## config.mk

```make
export PLATFORM = sky130hd
export DESIGN_NAME = trace_plot_scheduler
export DESIGN_NICKNAME = d
export VERILOG_FILES = /design/src/rtl/trace_plot_pkg.sv /design/src/rtl/trace_y_map.sv /design/src/rtl/trace_plot_scheduler.sv
export SDC_FILE = /design/constraint.sdc
export NUM_CORES = 1
export LEC_CHECK = 0
export BUFFER_PORTS_ARGS = -buffer_cell sky130_fd_sc_hd__buf_2
export CORE_MARGIN = 5
export CORE_UTILIZATION = 45
export DETAILED_ROUTE_END_ITERATION = 16
export GPL_ROUTABILITY_DRIVEN = 0
export PLACE_DENSITY = 0.66
export SLEW_MARGIN = 10
export SYNTH_ARGS = -nofsm -noshare
export SYNTH_HDL_FRONTEND = slang
export SYNTH_SLANG_ARGS = --single-unit
```

## constraint.sdc

```tcl
create_clock -name CLOCK_50 -period 2.58 [get_ports CLOCK_50]
set_input_delay 0.387 -clock CLOCK_50 [delete_from_list [all_inputs] [get_ports CLOCK_50]]
set_output_delay 0.387 -clock CLOCK_50 [all_outputs]
set_load 0.05 [all_outputs]
```

## src/rtl/trace_plot_pkg.sv

```systemverilog
// Shared types and constants for the oscillator trace plot scheduler.
// Latency: n/a (declarations only).
// Backpressure: n/a.
package trace_plot_pkg;

    // Scheduler phases: wait for a sample, erase a column, plot trace1, plot trace2
    typedef enum logic [1:0] {
        IDLE  = 2'd0,
        ERASE = 2'd1,
        PLOT1 = 2'd2,
        PLOT2 = 2'd3
    } state_t;

    // Pixel codes written alongside each coordinate
    localparam logic [1:0] DISP_ERASE = 2'b00;
    localparam logic [1:0] DISP_T1    = 2'b10;
    localparam logic [1:0] DISP_T2    = 2'b01;

    localparam int XW = 10;  // column coordinate width
    localparam int YW = 9;   // row coordinate width
    localparam int SW = 18;  // signed 2.16 solver sample width

endpackage

```

## src/rtl/trace_y_map.sv

```systemverilog
// Maps one signed 2.16 solver position to a screen row inside a 128-row band.
// Latency: combinational.
// Backpressure: none.
// Ports: i_x  18b signed position; o_y  9b row = OFFSET + 127 - u, u = (x + 2^17)[17:11].
module trace_y_map
    import trace_plot_pkg::*;
#(
    parameter int OFFSET = 56
) (
    input  logic [SW-1:0] i_x,
    output logic [YW-1:0] o_y
);

    logic [6:0]  w_u;
    logic [10:0] w_unused_lsbs;

    // Adding 2^17 to an 18-bit two's-complement value only flips the sign bit,
    // giving an offset-binary code whose top 7 bits are the band position.
    assign w_u           = {~i_x[SW-1], i_x[SW-2:11]};
    assign w_unused_lsbs = i_x[10:0];

    // Screen rows grow downwards, so larger positions map to smaller rows
    assign o_y = YW'(OFFSET + 127) - {2'b00, w_u};

endmodule

```

## src/rtl/trace_plot_scheduler.sv

```systemverilog
// Schedules the shared VGA pixel-write port: per accepted sample erase one column, plot trace1, plot trace2.
// Latency: first write presented 1 cycle after a plotted sample is accepted; >= SCREEN_H+2 write cycles back to IDLE.
// Backpressure: sample_ready only in IDLE; each write is held stable while w_en=1 and wr_ready=0.
// Ports: CLOCK_50, reset (async, active-high), nios_reset (sync soft restart), sample_valid/sample_ready,
//        x1/x2 (18b signed 2.16), wr_ready, w_en, write_xCoord[9:0], write_yCoord[8:0], disp_bit[1:0], col_wrap.
// Option: define TRACE_PLOT_OVERRUN_EN to add overrun_cnt[15:0] (saturating count of cycles with a refused sample).
module trace_plot_scheduler
    import trace_plot_pkg::*;
#(
    parameter int SCREEN_W  = 640,
    parameter int SCREEN_H  = 480,
    parameter int Y1_OFFSET = 56,
    parameter int Y2_OFFSET = 296,
    parameter int DECIM     = 1
) (
    input  logic          CLOCK_50,
    input  logic          reset,
    input  logic          nios_reset,
    input  logic          sample_valid,
    output logic          sample_ready,
    input  logic [SW-1:0] x1,
    input  logic [SW-1:0] x2,
    input  logic          wr_ready,
    output logic          w_en,
    output logic [XW-1:0] write_xCoord,
    output logic [YW-1:0] write_yCoord,
    output logic [1:0]    disp_bit,
    output logic          col_wrap
`ifdef TRACE_PLOT_OVERRUN_EN
    ,
    output logic [15:0]   overrun_cnt
`endif
);

    localparam logic [XW-1:0] COL_LAST   = XW'(SCREEN_W - 1);
    localparam logic [YW-1:0] ROW_LAST   = YW'(SCREEN_H - 1);
    localparam logic [15:0]   DECIM_LAST = 16'(DECIM - 1);

    state_t        r_state, w_state_nxt;
    logic [XW-1:0] r_col,   w_col_nxt;
    logic [YW-1:0] r_row,   w_row_nxt;
    logic [15:0]   r_decim, w_decim_nxt;
    logic [YW-1:0] r_y1,    w_y1_nxt;
    logic [YW-1:0] r_y2,    w_y2_nxt;
    logic          r_wen,   w_wen_nxt;
    logic [XW-1:0] r_xc,    w_xc_nxt;
    logic [YW-1:0] r_yc,    w_yc_nxt;
    logic [1:0]    r_disp,  w_disp_nxt;
    logic          r_wrap,  w_wrap_nxt;
    logic [YW-1:0] w_y1_map, w_y2_map;
    logic          w_idle;

    trace_y_map #(.OFFSET(Y1_OFFSET)) u_y1_map (.i_x(x1), .o_y(w_y1_map));
    trace_y_map #(.OFFSET(Y2_OFFSET)) u_y2_map (.i_x(x2), .o_y(w_y2_map));

    assign w_idle       = (r_state == IDLE);
    assign sample_ready = w_idle;
    assign w_en         = r_wen;
    assign write_xCoord = r_xc;
    assign write_yCoord = r_yc;
    assign disp_bit     = r_disp;
    assign col_wrap     = r_wrap;

    always_ff @(posedge CLOCK_50 or posedge reset) begin
        if (reset) begin
            r_state <= IDLE;
            r_col   <= '0;
            r_row   <= '0;
            r_decim <= '0;
            r_y1    <= '0;
            r_y2    <= '0;
            r_wen   <= 1'b0;
            r_xc    <= '0;
            r_yc    <= '0;
            r_disp  <= DISP_ERASE;
            r_wrap  <= 1'b0;
        end else begin
            r_state <= w_state_nxt;
            r_col   <= w_col_nxt;
            r_row   <= w_row_nxt;
            r_decim <= w_decim_nxt;
            r_y1    <= w_y1_nxt;
            r_y2    <= w_y2_nxt;
            r_wen   <= w_wen_nxt;
            r_xc    <= w_xc_nxt;
            r_yc    <= w_yc_nxt;
            r_disp  <= w_disp_nxt;
            r_wrap  <= w_wrap_nxt;
        end
    end

    // Outputs are computed one cycle ahead so the write item for the next
    // phase is already on the port the cycle after a transfer (no bubble).
    always_comb begin
        w_state_nxt = r_state;
        w_col_nxt   = r_col;
        w_row_nxt   = r_row;
        w_decim_nxt = r_decim;
        w_y1_nxt    = r_y1;
        w_y2_nxt    = r_y2;
        w_wen_nxt   = r_wen;
        w_xc_nxt    = r_xc;
        w_yc_nxt    = r_yc;
        w_disp_nxt  = r_disp;
        w_wrap_nxt  = 1'b0;

        if (nios_reset) begin
            w_state_nxt = IDLE;
            w_col_nxt   = '0;
            w_row_nxt   = '0;
            w_decim_nxt = '0;
            w_wen_nxt   = 1'b0;
            w_xc_nxt    = '0;
            w_yc_nxt    = '0;
            w_disp_nxt  = DISP_ERASE;
        end else begin
            case (r_state)
                IDLE: begin
                    if (sample_valid) begin
                        if (r_decim != DECIM_LAST) begin
                            w_decim_nxt = r_decim + 16'd1;
                        end else begin
                            w_decim_nxt = '0;
                            w_y1_nxt    = w_y1_map;
                            w_y2_nxt    = w_y2_map;
                            w_state_nxt = ERASE;
                            w_row_nxt   = '0;
                            w_wen_nxt   = 1'b1;
                            w_xc_nxt    = r_col;
                            w_yc_nxt    = '0;
                            w_disp_nxt  = DISP_ERASE;
                        end
                    end
                end
                // w_en is always high outside IDLE, so wr_ready alone marks a transfer
                ERASE: begin
                    if (wr_ready) begin
                        if (r_row == ROW_LAST) begin
                            w_state_nxt = PLOT1;
                            w_yc_nxt    = r_y1;
                            w_disp_nxt  = DISP_T1;
                        end else begin
                            w_row_nxt = r_row + 1'b1;
                            w_yc_nxt  = r_row + 1'b1;
                        end
                    end
                end
                PLOT1: begin
                    if (wr_ready) begin
                        w_state_nxt = PLOT2;
                        w_yc_nxt    = r_y2;
                        w_disp_nxt  = DISP_T2;
                    end
                end
                PLOT2: begin
                    if (wr_ready) begin
                        w_state_nxt = IDLE;
                        w_wen_nxt   = 1'b0;
                        if (r_col == COL_LAST) begin
                            w_col_nxt  = '0;
                            w_wrap_nxt = 1'b1;
                        end else begin
                            w_col_nxt = r_col + 1'b1;
                        end
                    end
                end
                default: begin
                    w_state_nxt = IDLE;
                    w_wen_nxt   = 1'b0;
                end
            endcase
        end
    end

`ifdef TRACE_PLOT_OVERRUN_EN
    logic [15:0] r_overrun;

    always_ff @(posedge CLOCK_50 or posedge reset) begin
        if (reset) begin
            r_overrun <= '0;
        end else if (nios_reset) begin
            r_overrun <= '0;
        end else if (sample_valid && !w_idle && (r_overrun != 16'hFFFF)) begin
            r_overrun <= r_overrun + 16'd1;
        end
    end

    assign overrun_cnt = r_overrun;
`endif

endmodule

```

==> results.md, run 1 <==
- Result of the run: finished, final reports clean
- Residual overflow from global routing: 0
- Placed cells: 570
- Post-cts resize count: 0
- Most common cell after layout, fill and taps aside: sky130_fd_sc_hd__dfrtp_1
- CTS Buffer Depth: 2
- Row cnt: 35
- Fraction of layout cells with a size suffix above 1: 21.9%
- Clock root buffer master: sky130_fd_sc_hd__clkbuf_8
- Post-layout minimum cycle time: 2220 ps
- Share of synthesized flip-flops with an asynchronous set or reset: 100%
- VDD IR-drop max: 0.333 mV
- Vias: 3122
- Required time worst endpoint: 2830 ps
- Pins over their slew limit: 0
- Post-synthesis sequential area ratio: 46.4%
- Clock Power Share: 27.8%
- Share of total power consumed by net switching: 35.5%
- Post-cts hold buffer count: 0
- Total routing usage reported by global routing: 16.5%
- Routed len/inst: 14.6 µm
- Fmax: 450 MHz
- Chip Height: 106 µm
- Worst-Skew Late Latency: 360 ps
- Drt first pass iters: 4
- Global-route wire length before repair: 14.9 mm
- Number of enable flip-flop cells after synthesis: 0
- Category of the most critical setup path: reg2reg
- Largest net degree at the start of global routing: 78
- Logic pwr share: 30.5%
- Path type of the worst min-delay path: in2async
- Layout Nets: 522
- Design internal power: 2.30 mW
- Net switching power: 1.27 mW
- Final count of negative-setup-slack endpoints: 0
- Relative slew slack: 64.2%
- Count of routing violations after the opening detailed-route iteration: 195
- Number of flip-flops and latches in the synthesized netlist: 77
- RSZ-0062 raised after global routing: false
- Total power per unit cell area: 761 nW/µm²
- Ant. Diodes: 0
- Most frequent cells in the layout: 77 x sky130_fd_sc_hd__dfrtp_1, 54 x sky130_fd_sc_hd__nand2_1, 42 x sky130_fd_sc_hd__buf_2
- Via count of the first global-routing pass: 3095
- Io pins: 65
- Area Growth Syn to Fin: 12.9%
- Antenna violations before repair: 0
- Antenna viol nets, final: 0
- Critical Path AT: 2470 ps
- Total Die Area: 11300 µm²
- YS warnings: 0
- Final worst-path cycle share: 86.1%
- Final sum of negative setup slack: 0 ps
- Register share of total power: 41.8%
- CTS H-tree lvls: 3
- Hold violation count in the final report: 0
- Static Leakage: 2.14 nW
- Post-CTS Setup Inserts: 0
- Count of filler cells inserted in the layout: 840
- Clock-pin slew of the registers on the worst-case setup and hold paths: 80 ps
- Slew of the pin with the lowest slew margin: 537 ps
- Sink count of the clock tree: 77
- Initial cell density of the core: 45.6%
- Remaining routing DRC violations: 0
- TritonCTS Buffers: 9
- TritonCTS clock tree: built
- Synthesized area: 4160 µm²
- Number of standard cells in the layout, taps in and fillers out: 585
- Syn nets: 478
- WL final: 8.52 mm
- Worst setup SP type: register
- Number of distinct library cells after synthesis: 61
- Max Cap Viol: 0
- Post-synthesis cell count: 426
- Placeable Area: 9110 µm²
- DIE WIDTH: 106 µm
- Synth Flop Type: sky130_fd_sc_hd__dfrtp_1
- Routed via count divided by cell count: 5.34
- Largest fanout on the critical path: 7
- Worst hold slack: 117 ps
- Nature of the critical path endpoint: register
- Post-synthesis average cell area: 9.75 µm²
- Count of buffers from port buffering: 42
- Detailed-placement wirelength estimate: 6.01 mm
- Maximum clock skew at final layout: 10.4 ps
==> cell usage after synthesis (all sizes together), types with 4 or more instances <==
| library cell | n | area (µm²) |
|---|---|---|
| inv | 18 | 67.6 |
| nand4 | 9 | 62.6 |
| a211o | 4 | 35.0 |
| or3 | 6 | 42.5 |
| a21oi | 10 | 53.8 |
| xnor2 | 21 | 184 |
| a22oi | 6 | 50.1 |
| xor2 | 7 | 61.3 |
| clkbuf | 11 | 41.3 |
| nor2b | 12 | 75.1 |
| nand2b | 12 | 75.1 |
| nand2 | 54 | 203 |
| dfrtp | 77 | 1930 |
| nor3 | 8 | 45.0 |
| buf | 8 | 72.6 |
| o21ai | 35 | 220 |
| ha | 11 | 138 |
| nand3b | 4 | 30.0 |
| nand3 | 15 | 75.1 |
| nor2 | 42 | 160 |
| mux2 | 12 | 135 |
==> power by group through the flow <==
stage	clock network (mW)	logic [mW]	registers [mW]
6_report	0.991	1.09	1.49
5_1_grt	1.08	1.21	1.52
4_1_cts	1.02	1.10	1.49
3_5_place_dp	0	1.10	1.52
3_3_place_gp	0	1.08	1.51
2_1_floorplan	0	0.769	1.57
==> cell families after synthesis <==
kind of cell / share of synthesized area [%]
compound gates: 12.9
flops: 46.4
xor+xnor: 5.90
buf+inv: 4.37
simple gates: 23.5
fa+ha+maj: 3.31
mux: 3.73
==> area by class of cell <==
type                    count  area, µm²  share of cell area, %
clock buffers               9        124                   2.64
well taps                 111        139                   2.96
repair buffers             52        298                   6.35
clock inverters             6       87.6                   1.87
multi-input cells         312       2050                   43.6
flip-flops and latches     77       1930                   41.1
inverters                  18       67.6                   1.44
==> flip-flops by register name, summed over array words and instances (netlist names) <==
signal	flops
write_xCoord	10
r_row	9
col_wrap	1
w_en	1
r_y2	9
r_col	10
disp_bit	2
write_yCoord	9
r_y1	8
r_decim	16
r_state	2
==> worst paths after layout <==
path | start | endpoint | slack, ps | depth (start not counted)
setup / recovery | r_state[0]$_DFFE_PP0P_ | r_decim[15]$_DFFE_PP0P_ | 360 | 7
hold / removal | reset | r_decim[12]$_DFFE_PP0P_ | 120 | 3
setup reg to reg | r_state[0]$_DFFE_PP0P_ | r_decim[15]$_DFFE_PP0P_ | 360 | 7
hold reg to reg | r_y2[8]$_DFFE_PP0P_ | r_y2[8]$_DFFE_PP0P_ | 470 | 1
max in group asynchronous | reset | r_col[4]$_DFFE_PP0P_ | 2150 | 3
min in group CLOCK_50 | x2[11] | r_y2[0]$_DFFE_PP0P_ | 200 | 2
==> through the flow <==
step | setup WS (ps) | cell area, µm² | utilization (%) | power [mW]
6_report | 358 | 4690 | 51.5 | 3.57
3_5_place_dp | 364 | 4480 | 49.2 | 2.61
2_1_floorplan | 177 | 4160 | - | 2.34
4_1_cts | 349 | 4690 | 51.5 | 3.62
3_3_place_gp | 389 | 4480 | 49.2 | 2.58
5_1_grt | 166 | 4690 | 51.5 | 3.81
==> critical path: stages, from the launching register on <==
cell and delay [ps]:
sky130_fd_sc_hd__dfrtp_1 430, sky130_fd_sc_hd__inv_1 120, sky130_fd_sc_hd__ha_1 330, sky130_fd_sc_hd__a21oi_2 110, sky130_fd_sc_hd__or4b_4 600, sky130_fd_sc_hd__nor4_4 310
sky130_fd_sc_hd__xnor2_1 170, sky130_fd_sc_hd__nor2_2 40
==> metal layers <==
layer	up-vias	part of all wire, %	global-route usage, %
met3	12	4.2	4.07
met1	1498	46	21.1
met5	-	0	0
li1	1558	-	-
met4	0	1.7	7.03
met2	54	48	26.5
Power figures use the tool's default switching activity.
==> run 2, diff against run 1 <==
BUFFER_PORTS_ARGS = not set   (was -buffer_cell sky130_fd_sc_hd__buf_2)
DONT_BUFFER_PORTS = 1   (was not set)
PLACE_DENSITY = not set   (was 0.66)
==> results.md, run 2 (synthesized netlist as in run 1, its figures left out) <==
- Clock Power Share: 26.3% (-1.5 points)
- CTS H-tree lvls: 3 (unchanged)
- TritonCTS Buffers: 9 (unchanged)
- Category of the most critical setup path: reg2reg
- Remaining routing DRC violations: 0 (unchanged)
- Sink count of the clock tree: 77 (unchanged)
- Post-route standard cell area excluding fillers: 4470 µm² (-4.7%)
- Chip Height: 106 µm (unchanged)
- Pins over their slew limit: 0 (unchanged)
- Antenna violations before repair: 0 (unchanged)
- Final count of negative-setup-slack endpoints: 0 (unchanged)
- Ant. Diodes: 0 (unchanged)
- Clock-pin slew of the registers on the worst-case setup and hold paths: 90 ps (about the same)
- Initial cell density of the core: 45.6% (unchanged)
- Static Leakage: 1.91 nW (-10%)
- Layout Nets: 481 (-7.9%)
- Total routing usage reported by global routing: 16.5% (about the same)
- VDD IR-drop max: 0.343 mV (+2.9%)
- Nature of the critical path endpoint: register
- Core utilization of the finished layout: 49.1% (-2.4 points)
- Critical Path AT: 2440 ps (-30 ps)
- Final worst-path cycle share: 85.4% (-0.73 points)
- Routed len/inst: 15.9 µm (+9.0%)
- Via count of the first global-routing pass: 2916 (-5.8%)
- Register share of total power: 46.2% (+4.4 points)
- Clock root buffer master: sky130_fd_sc_hd__clkbuf_8
- Routed via count divided by cell count: 5.45 (+2.1%)
- Result of the run: finished, final reports clean
- Largest net degree at the start of global routing: 50 (-36%)
- DIE WIDTH: 106 µm (unchanged)
- Total Die Area: 11300 µm² (unchanged)
- Max Cap Viol: 0 (unchanged)
- Path type of the worst min-delay path: in2reg
- Slew of the pin with the lowest slew margin: 651 ps (+114 ps)
- Count of buffers from port buffering: 0 (-100%)
- Fraction of layout cells with a size suffix above 1: 14.1% (-7.9 points)
- Final sum of negative setup slack: 0 ps (unchanged)
- Post-cts hold buffer count: 1 (+1)
- Most common cell after layout, fill and taps aside: sky130_fd_sc_hd__dfrtp_1
- Share of total power consumed by net switching: 36.3% (+0.73 points)
- Detailed-placement wirelength estimate: 6.17 mm (+2.7%)
- Flip-flop count of the largest register after layout: 16 (unchanged)
- Logic pwr share: 27.5% (-3.0 points)
- Reg2Reg Launch Point: r_decim[0]$_DFFE_PP0P_
- Post-CTS Setup Inserts: 0 (unchanged)
- Row cnt: 35 (unchanged)
- Area Growth Syn to Fin: 7.53%
- CTS Buffer Depth: 2 (unchanged)
- Relative slew slack: 56.6% (-7.6 points)
- Global-route wire length before repair: 14.9 mm (-0.27%)
- Origin of the worst setup path: r_decim[0]$_DFFE_PP0P_
- Post-layout minimum cycle time: 2200 ps (-18.9 ps)
- Hold violation count in the final report: 0 (unchanged)
- Residual overflow from global routing: 0 (unchanged)
- Register containing the most flip-flops in the final layout: r_decim
- TritonCTS clock tree: built
- Antenna viol nets, final: 0 (unchanged)
- Count of routing violations after the opening detailed-route iteration: 159 (-18%)
- Drt first pass iters: 4 (unchanged)
- Maximum clock skew at final layout: 11.2 ps (+0.776 ps)
- WL final: 8.64 mm (+1.4%)
- Largest fanout on the critical path: 11 (+4)
- Total power per unit cell area: 768 nW/µm² (+0.93%)
- Worst-Skew Late Latency: 350 ps (about the same)
- Design internal power: 2.19 mW (-4.9%)
- Fmax: 454 MHz (+0.86%)
- Worst setup SP type: register
- Net switching power: 1.24 mW (-1.9%)
- Required time worst endpoint: 2820 ps (about the same)
- Cell area reported after detailed placement: 4270 µm² (-4.7%)
- RSZ-0062 raised after global routing: false
- Post-cts resize count: 0 (unchanged)
- Beginning of the worst hold path: nios_reset
- Worst hold slack: 99.6 ps (-17.0 ps)
- Placeable Area: 9110 µm² (unchanged)
- Vias: 2965 (-5.0%)
- Count of filler cells inserted in the layout: 893 (+6.3%)
- Io pins: 65 (unchanged)
- Most frequent cells in the layout: 77 x sky130_fd_sc_hd__dfrtp_1, 54 x sky130_fd_sc_hd__nand2_1, 41 x sky130_fd_sc_hd__nor2_1
[run 2: cell count changes in the layout (fill, tap and decap cells not counted)]
cell,previous run,this run
sky130_fd_sc_hd__clkbuf_1,0,1
sky130_fd_sc_hd__dlygate4sd3_1,0,1
sky130_fd_sc_hd__buf_2,42,0
sky130_fd_sc_hd__bufinv_16,2,1
sky130_fd_sc_hd__clkinv_4,1,0
sky130_fd_sc_hd__clkinv_2,2,1
sky130_fd_sc_hd__inv_2,1,0
sky130_fd_sc_hd__clkinvlp_4,0,3
[run 2: path summary, 6_finish.rpt]
check / endpoint / slack, ps / depth (start not counted)
worst max-delay path: write_xCoord[4]$_DFFE_PP0P_ / 380 / 6
worst min-delay path: r_row[0]$_DFFE_PP0P_ / 100 / 1
worst max register to register: write_xCoord[4]$_DFFE_PP0P_ / 380 / 6
worst min register to register: r_y1[3]$_DFFE_PP0P_ / 470 / 2
max in group asynchronous: r_col[3]$_DFFE_PP0P_ / 1360 / 3
min in group asynchronous: write_yCoord[8]$_DFFE_PP0P_ / 580 / 2
[run 2: layout make-up]
cell class | count | area, µm² | area share, %
Clock buffer | 10 | 128 | 2.86
Clock inverter | 5 | 61.3 | 1.37
Inverter | 18 | 68.8 | 1.54
Multi-Input combinational cell | 312 | 2050 | 45.8
Sequential cell | 77 | 1930 | 43.1
Tap cell | 111 | 139 | 3.11
Timing Repair Buffer | 11 | 97.6 | 2.18
[run 2: critical path, stage by stage (launching register included)]
cell and delay, ps:
sky130_fd_sc_hd__dfrtp_1 400, sky130_fd_sc_hd__inv_1 100, sky130_fd_sc_hd__ha_1 160, sky130_fd_sc_hd__nor4b_2 250
sky130_fd_sc_hd__nand4_2 250, sky130_fd_sc_hd__o21bai_2 520, sky130_fd_sc_hd__mux2_2 400
[run 2: power by group through the flow]
stage | Clock (mW) | Combinational, mW | Sequential (mW)
final | 0.902 | 0.945 | 1.59
after detailed placement | 0 | 0.956 | 1.61
after CTS | 0.933 | 0.959 | 1.59
after floorplan | 0 | 0.769 | 1.57
after global placement | 0 | 0.938 | 1.61
after global routing | 0.994 | 1.06 | 1.61
[run 2: routing by layer]
metal	wire length [µm]	global-route usage, %
met4	116	5.64
met1	4080	22.7
met5	0	0
met2	4060	25.4
met3	384	4.07
[run 2: through the flow]
| stage | power (mW) | setup WS (ps) | instances |
|---|---|---|---|
| after floorplan | 2.34 | 177 | 426 |
| after global placement | 2.55 | 412 | 528 |
| after detailed placement | 2.57 | 376 | 528 |
| after CTS | 3.48 | 344 | 544 |
| after global routing | 3.67 | 224 | 544 |
| final | 3.43 | 377 | 544 |
==> run 3, diff against run 2 <==
CORE_UTILIZATION = 60   (was 45)
PLACE_DENSITY = 0.76   (was not set)
==> results.md, run 3 (synthesized netlist as in run 1, its figures left out) <==
- Result of the run: complete, but fails checks
- Failing checks: negative hold slack
- Final worst-path cycle share: 87.1% (+1.7 points)
- CTS H-tree lvls: 3 (unchanged)
- Power after layout: 3.35 mW (-2.3%)
- Fraction of layout cells with a size suffix above 1: 14.3% (+0.23 points)
- Core utilization of the finished layout: 65.2% (+16 points)
- Remaining routing DRC violations: 0 (unchanged)
- Clock root buffer master: sky130_fd_sc_hd__clkbuf_8
- Nature of the critical path endpoint: register
- Post-layout minimum cycle time: 2250 ps (+43.4 ps)
- Post-CTS Setup Inserts: 0 (unchanged)
- Drt first pass iters: 5 (+1)
- Area Growth Syn to Fin: 6.05%
- Worst-Skew Late Latency: 360 ps (about the same)
- CTS Buffer Depth: 2 (unchanged)
- TritonCTS Buffers: 9 (unchanged)
- Static Leakage: 1.91 nW (-0.38%)
- Final sum of negative setup slack: 0 ps (unchanged)
- Vias: 3063 (+3.3%)
- Flip-flop count of the largest register after layout: 16 (unchanged)
- Ant. Diodes: 0 (unchanged)
- Maximum clock skew at final layout: 12.8 ps (+1.57 ps)
- Post-cts hold buffer count: 0 (-1)
- RSZ-0062 raised after global routing: false
- Most common cell after layout, fill and taps aside: sky130_fd_sc_hd__dfrtp_1
- Cell with the largest stage delay on the worst path: sky130_fd_sc_hd__o21bai_2
- Required time worst endpoint: 2820 ps (about the same)
- Worst setup SP type: register
- Total power per unit cell area: 761 nW/µm² (-0.95%)
- Fmax: 445 MHz (-1.9%)
- Min setup slack post-route: 334 ps (-43.4 ps)
- Antenna violations before repair: 0 (unchanged)
- Sink count of the clock tree: 77 (unchanged)
- Hold violation count in the final report: 9 (+9)
- Pins over their slew limit: 0 (unchanged)
- Largest fanout on the critical path: 11 (unchanged)
- Sequential Area: 1930 µm² (unchanged)
- Relative slew slack: 61.6% (+5.0 points)
- Post-cts resize count: 0 (unchanged)
- Row cnt: 30 (-14%)
- Clock-pin slew of the registers on the worst-case setup and hold paths: 80 ps (about the same)
- Max incr delay on CP: 550 ps (+30 ps)
- WL final: 8.34 mm (-3.5%)
- Count of buffers from port buffering: 0 (unchanged)
- Count of filler cells inserted in the layout: 529 (-41%)
- VDD IR-drop max: 0.467 mV (+36%)
- Category of the most critical setup path: reg2reg
- Dpl ws: 343 ps (-33.1 ps)
- Placeable Area: 6760 µm² (-26%)
- Largest net degree at the start of global routing: 78 (+56%)
- Layout Nets: 480 (-0.21%)
- Most frequent cells in the layout: 77 x sky130_fd_sc_hd__dfrtp_1, 54 x sky130_fd_sc_hd__nand2_1, 41 x sky130_fd_sc_hd__nor2_1
- Detailed-placement wirelength estimate: 5.85 mm (-5.3%)
- Area of combinational cells with multiple inputs: 2050 µm² (unchanged)
- Routed via count divided by cell count: 5.97 (+9.5%)
- Total Die Area: 8690 µm² (-23%)
- Count of routing violations after the opening detailed-route iteration: 172 (+8.2%)
- Routed len/inst: 16.3 µm (+2.4%)
- Register containing the most flip-flops in the final layout: r_decim
- Antenna viol nets, final: 0 (unchanged)
- Critical Path AT: 2490 ps (+50 ps)
- Max Cap Viol: 0 (unchanged)
- Total routing usage reported by global routing: 20.9% (+4.4 points)
- Final count of negative-setup-slack endpoints: 0 (unchanged)
- CP cell instances: inv_1 -> ha_1 -> nor4b_2 -> nand4_2 -> o21bai_2 -> mux2_2
- Via count of the first global-routing pass: 3032 (+4.0%)
- Initial cell density of the core: 61.5% (+16 points)
- DIE WIDTH: 93.2 µm (-12%)
- Io pins: 65 (unchanged)
- Path type of the worst min-delay path: in2async
- Slew of the pin with the lowest slew margin: 575 ps (-75.5 ps)
- Residual overflow from global routing: 0 (unchanged)
- Worst hold slack: -12.4 ps (-112 ps)
- Global-route wire length before repair: 14.4 mm (-2.9%)
- TritonCTS clock tree: built
- Chip Height: 93.2 µm (-12%)
==> run 3: changes by cell type in the layout (fill, tap and decap cells not counted) <==
cell and change:
sky130_fd_sc_hd__clkinv_4 +1, sky130_fd_sc_hd__inv_6 -1, sky130_fd_sc_hd__bufinv_16 -1, sky130_fd_sc_hd__clkbuf_8 +1, sky130_fd_sc_hd__inv_2 +1, sky130_fd_sc_hd__dlygate4sd3_1 -1
==> run 3: area by class of cell <==
| cell class | instances | share of cell area, % |
|---|---|---|
| multi-input cells | 312 | 46.5 |
| flip-flops and latches | 77 | 43.7 |
| clock buffers | 11 | 3.21 |
| well taps | 80 | 2.27 |
| repair buffers | 10 | 1.99 |
| inverters | 18 | 1.53 |
| clock inverters | 5 | 0.823 |
==> run 3: final timing paths <==
kind	startpoint	endpoint	slack (ps)	cells past startpoint
worst max-delay path	r_decim[0]$_DFFE_PP0P_	write_xCoord[7]$_DFFE_PP0P_	330	6
worst min-delay path	reset	r_decim[7]$_DFFE_PP0P_	-10	2
worst max register to register	r_decim[0]$_DFFE_PP0P_	write_xCoord[7]$_DFFE_PP0P_	330	6
worst min register to register	r_y1[7]$_DFFE_PP0P_	r_y1[7]$_DFFE_PP0P_	470	2
max in group asynchronous	reset	r_decim[1]$_DFFE_PP0P_	2250	2
min in group CLOCK_50	nios_reset	r_row[1]$_DFFE_PP0P_	90	1
==> run 3: power breakdown <==
| part | internal, mW | switching [mW] | total, mW |
|---|---|---|---|
| sequential | 1.38 | 0.213 | 1.59 |
| combinational | 0.368 | 0.570 | 0.937 |
| clock | 0.375 | 0.452 | 0.828 |
==> run 3: routing by layer <==
metal / wire, µm / global-route usage [%]
met5: 0 / 0
met1: 3720 / 27.5
met2: 4050 / 32.9
met4: 93 / 8.30
met3: 487 / 5.31
==> run 3: per-stage QoR <==
step | hold slack, ps | instances | cell area [µm²]
final | -12.4 | 513 | 4410
after floorplan | 433 | 426 | 4160
after CTS | 17.0 | 513 | 4410
after detailed placement | 398 | 497 | 4230
after global routing | 24.9 | 513 | 4410
after global placement | 397 | 497 | 4230
==> run 3: worst max-delay path, delay by kind of cell, from the launching register on <==
| kind | cells | cell delay, ps |
|---|---|---|
| and+or+nand+nor | 2 | 520 |
| DFF | 1 | 400 |
| buffers and inverters | 1 | 100 |
| adders and majority gates | 1 | 150 |
| muxes | 1 | 400 |
| AOI/OAI and AO/OA | 1 | 550 |
